File: config.mk
export PLATFORM = sky130hd
export DESIGN_NAME = up_down_ctr
export DESIGN_NICKNAME = d
export VERILOG_FILES = /design/src/rtl/up_down_ctr.sv
export SDC_FILE = /design/constraint.sdc
export NUM_CORES = 1
export LEC_CHECK = 0
export CAP_MARGIN = 20
export CORE_AREA = 2 2 39 41
export CTS_BUF_LIST = sky130_fd_sc_hd__clkbuf_8
export CTS_CLUSTER_DIAMETER = 150
export CTS_CLUSTER_SIZE = 25
export DETAILED_ROUTE_END_ITERATION = 7
export DIE_AREA = 0 0 41 43
export HOLD_SLACK_MARGIN = 0.08
export SYNTH_ARGS = -nofsm -noshare
export SYNTH_HDL_FRONTEND = slang
export SYNTH_SLANG_ARGS = --single-unit
File: constraint.sdc
create_clock -name CLK -period 1.8 [get_ports CLK]
set_input_delay 0.36 -clock CLK [delete_from_list [all_inputs] [get_ports CLK]]
set_output_delay 0.36 -clock CLK [all_outputs]
set_load 0.01 [all_outputs]
File: src/rtl/up_down_ctr.sv
// up_down_ctr: synchronous WIDTH-bit binary up/down counter with terminal-count flag.
// The count steps once per CLK edge: up when mode=1, down when mode=0.
// Reset is synchronous and active-low, and it takes priority over counting.
// Optional build macro UP_DOWN_CTR_SATURATE_EN: when defined, the counter holds at
// the ends of its range. When undefined (default), it wraps modulo 2^WIDTH.
module up_down_ctr #(
  parameter int WIDTH = 4
) (
  input  logic             CLK,
  input  logic             Reset,
  input  logic             mode,
  output logic [WIDTH-1:0] Q,
  output logic             tc
);

  localparam logic [WIDTH-1:0] ALL_ONES = {WIDTH{1'b1}};
  localparam logic [WIDTH-1:0] ZERO     = {WIDTH{1'b0}};
  localparam logic [WIDTH-1:0] ONE      = {{(WIDTH-1){1'b0}}, 1'b1};

  logic [WIDTH-1:0] cnt_q;
  logic [WIDTH-1:0] cnt_d;
  logic             at_top;
  logic             at_bot;

  // One modular step in the requested direction; carry/borrow is dropped.
  function automatic logic [WIDTH-1:0] step_wrap(input logic [WIDTH-1:0] cur,
                                                 input logic             up);
    logic [WIDTH-1:0] nxt;
    if (up) nxt = cur + ONE;
    else    nxt = cur - ONE;
    return nxt;
  endfunction

  // Clamp a step at the range ends: hold at the end reached in the current direction.
  function automatic logic [WIDTH-1:0] step_sat(input logic [WIDTH-1:0] cur,
                                                input logic             up);
    logic [WIDTH-1:0] nxt;
    if (up && (cur == ALL_ONES))       nxt = cur;
    else if (!up && (cur == ZERO))     nxt = cur;
    else                               nxt = step_wrap(cur, up);
    return nxt;
  endfunction

  // End-of-range detection shared by tc and (optionally) saturation.
  always_comb begin
    at_top = (cnt_q == ALL_ONES);
    at_bot = (cnt_q == ZERO);
  end

  // Next-state: a step in the direction of mode, wrapping or saturating by build.
  always_comb begin
    cnt_d = cnt_q;
`ifdef UP_DOWN_CTR_SATURATE_EN
    cnt_d = step_sat(cnt_q, mode);
`else
    cnt_d = step_wrap(cnt_q, mode);
`endif
  end

  // Count register; synchronous active-low reset wins over counting.
  always_ff @(posedge CLK) begin
    if (!Reset) cnt_q <= ZERO;
    else        cnt_q <= cnt_d;
  end

  // Terminal count follows mode combinationally, so a direction flip shows at once.
  always_comb begin
    tc = mode ? at_top : at_bot;
  end

  assign Q = cnt_q;

endmodule

Yosys cells after proc, flatten, opt, wreduce, memory -nomap -nowiden
Cells that the tools add are included.
{"block": "op_classes", "addsub": 2, "n_eq_ne": 1, "n_mux": 2, "reduce_logical": 1}
{"op": "4-bit by 1-bit adder with 4-bit output (second input constant)", "n": 1}
{"op": "4-bit equality test (second input constant)", "n": 1}
{"op": "4-bit logical NOT", "n": 1}
{"op": "4-bit 2-to-1 mux", "n": 1}
{"op": "4-bit by 1-bit subtractor with 4-bit output (second input constant)", "n": 1}
{"op": "1-bit 2-to-1 mux", "n": 1}
{"block": "word_totals", "ff_bits": 4, "input_bits": 3, "output_inout_bits": 5}

Logic depth before layout (Yosys ltp)
Gate-level depths: netlist of the first run.
{"block": "depth", "depth_word": 2, "depth_mapped": 5}

Worst setup path before layout of the first run
Ideal clock, no wire load.
{"block": "synth_timing", "path_type": "register to output", "from": "register cnt_q[0], in the netlist Q[0]", "to": "output tc", "t_arrival_ns": 1.097, "required_time_ns": 1.440, "slack_ns": 0.343, "path_stages_with_launch": 3, "n_path_buf": 0, "cell_sequence": "dfxtp_1 -> or4_1 -> o21ai_1"}
{"block": "synth_between", "elab_chain_len": 2, "elab_cells_between_ends": 3, "classes_between": "eq/ne (1); mux (1); reduce/logical (1)"}
{"item": "from (decl)", "line": "20", "source": "logic [WIDTH-1:0] cnt_q;"}
{"item": "from (signal assigned)", "line": "63", "source": "else cnt_q <= cnt_d;"}
{"item": "4-bit equality test / 4-bit logical NOT (equally long branches)", "line": "46, 47"}
{"item": "1-bit 2-to-1 mux (*)", "line": "68", "source": "tc = mode ? at_top : at_bot;"}
{"item": "to (decl)", "line": "13", "source": "output logic tc"}
Mark *: on every way between the ends. The rest lies on a longest branch, timed or not.

Final worst setup path of the first run
Ends and elaborated chain as after synthesis.

==> run summary, run 1 <==
Worst Skew: 1.92 ps
RR Startpoint: Q[0]
Netlist cell types: 14
VDD IR max: 0.348 mV
Via-to-Cell Ratio: 3.93
Crit Path Category: register to output pin
Period minus WS final: 1650 ps
Final WS setup: 153 ps
Yosys warnings: 0
Most common cell in the netlist: dfxtp_1
Hold Fails Final Rpt: 0
DRC: 0
WP data arrival: 1290 ps
WL per Instance: 8.26 µm
Seq/Total Area, Yosys: 37.0%
Synth Cell Area: 216 µm²
Rel. slew slack: 88.3%
Final Non-Filler Cells: 54
GPL Wtd Cong: 0.676
Top FF cell, synth: dfxtp_1
Placed Cells: 51
H-tree depth: 1
Max FFs per register: 4
Final period util: 91.5%
Starting density of the core: 15.6%
Largest net degree at the start of global routing: 6
Post-CTS Repair Setup Buffers: 0
Layout cell share with drive strength beyond 1: 26.3%
Dpl cell area: 344 µm²
Final setup fails: 0
Nets@finish: 46
HPWL after DPL: 347 µm
Post-route cell area: 379 µm²
Critical Path RT: 1440 ps
RSZ-0062 raised after global routing: no
Slew Viols, Final: 0
Worst-path clk slew: 30 ps
Initial antenna violation count: 0
Setup crit end kind: output pin
Post-route setup TNS: 0 ps
Power, Total: 0.455 mW
Diodes inserted: 0
Initial DRC count: 2
Post-route ant nets: 0
Post-synth EDFFs: 0
Core area: 1380 µm²
Hold path start: Q[0]
Root buf cell: clkbuf_8
Final core area utilization: 27.4%
Vias in the first global route: 200
Core Rows: 14
Maxcap violations: 0
Hold Path Class: register to register
Synth top area share: 37.0%
Synth top area cells: dfxtp_1 (37%), ha_1 (12%), fa_1 (9.2%)
# IOs: 8
First-pass GRT wire length: 717 µm
Final Hold Slack: 546 ps
Worst skew pair latency: 220 ps
Post-Syn Area per Cell: 9.41 µm²
TritonCTS buffer count: 3
Area Growth Syn to Fin: 75.1%
TritonCTS clock tree: done
Synthesized Nets: 29
Remaining Overflow, GRT: 0
Leading area contributor after synthesis: dfxtp_1
Register area: 80.1 µm²
Pleak: 0.175 nW
Synth top cells by count: dfxtp_1 (4), nand3_1 (3)
Die Width: 41 µm
Pre-Repair DR Iteration Count: 2
Fmax: 607 MHz
Power per Cell Area: 1200 nW/µm²
Status: finished clean
Hold_buf cts: 0
Die height: 43 µm
Max Buffers Root-to-Sink: 2
Gate Count Post-Synth: 23
Tightest Pin Transition: 174 ps
Overall routing resource usage: 6.63%
Routed WL: 446 µm
CTS Sinks: 4
CP Max Fanout: 2
Setup crit start kind: register
Multi-input gate area: 129 µm²
Ys async rst share: 0%
Worst Setup SP: Q[0]
Via count: 212
Die area: 1760 µm²
Flops & latches, synth: 4
Dpl ws: -506 ps
Port buffer count: 7
Filler cell count: 156
routing by layer:
| metal | wire, µm | vias to the layer above | global-route usage [%] | part of all wire [%] |
|---|---|---|---|---|
| met2 | 173 | 9 | 7.19 | 39 |
| met5 | 0 | - | 0 | 0 |
| met1 | 216 | 91 | 8.06 | 48 |
| li1 | - | 110 | - | - |
| met3 | 43 | 2 | 3.14 | 9.6 |
| met4 | 13 | 0 | 8.00 | 2.9 |
repair_timing:
action                     in CTS  in global routing
setup endpoints to repair       1                  0
resized for setup               5                  0
hold endpoints to repair        0                  0
cell families (layout without fill, tap and decap cells):
family,count (synthesis),count (layout),synth area share [%]
xor gates and xnor gates,2,2,8.09
DFF,4,4,37.0
AOI/OAI and AO/OA,3,3,6.93
and+or+nand+nor,9,9,23.7
buffers and inverters,2,17,3.47
adders and majority gates,3,3,20.8
cell usage in the layout (no fill, tap or decap):
cell             n
nor2_1           2
dfxtp_1          4
buf_2            1
o21ai_1          1
xnor2_1          1
clkbuf_8         3
nand3_1          3
xor2_1           1
buf_4            5
ha_1             2
fa_1             1
inv_1            2
nor3b_1          1
and2_1           1
clkdlybuf4s50_1  5
dlygate4sd2_1    1
and3_2           1
or4_1            1
a21oi_1          2
power by group:
group	internal [mW]	total, mW	switching, mW
sequential	0.106	0.118	0.0115
combinational	0.0885	0.150	0.0616
clock	0.142	0.187	0.0442
total	0.337	0.455	0.117
final timing paths:
kind              endpoint  slack (ps)  cells past startpoint
hold reg to reg       Q[0]         550                      2
setup / recovery        tc         150                      3
hold / removal        Q[0]         550                      2
setup reg to reg      Q[1]         600                      3
final cells by class:
class	instances	share of cell area (%)
multi-input combinational	17	34.0
timing repair buffer	12	26.7
sequential	4	21.1
clock buffer	3	10.9
tap	16	5.28
inverter	2	1.98
critical path, cell delays in order (launching register included):
cell	delay (ps)
dfxtp_1	300
or4_1	510
o21ai_1	130
buf_2	130
(Power assumes the default switching activity.)
==> run 2: changes to the inputs <==
Settings changed: SKIP_LAST_GASP from default to 1.
==> results of run 2 <==
Final layout, timing and power as in run 1 (identical DEF).
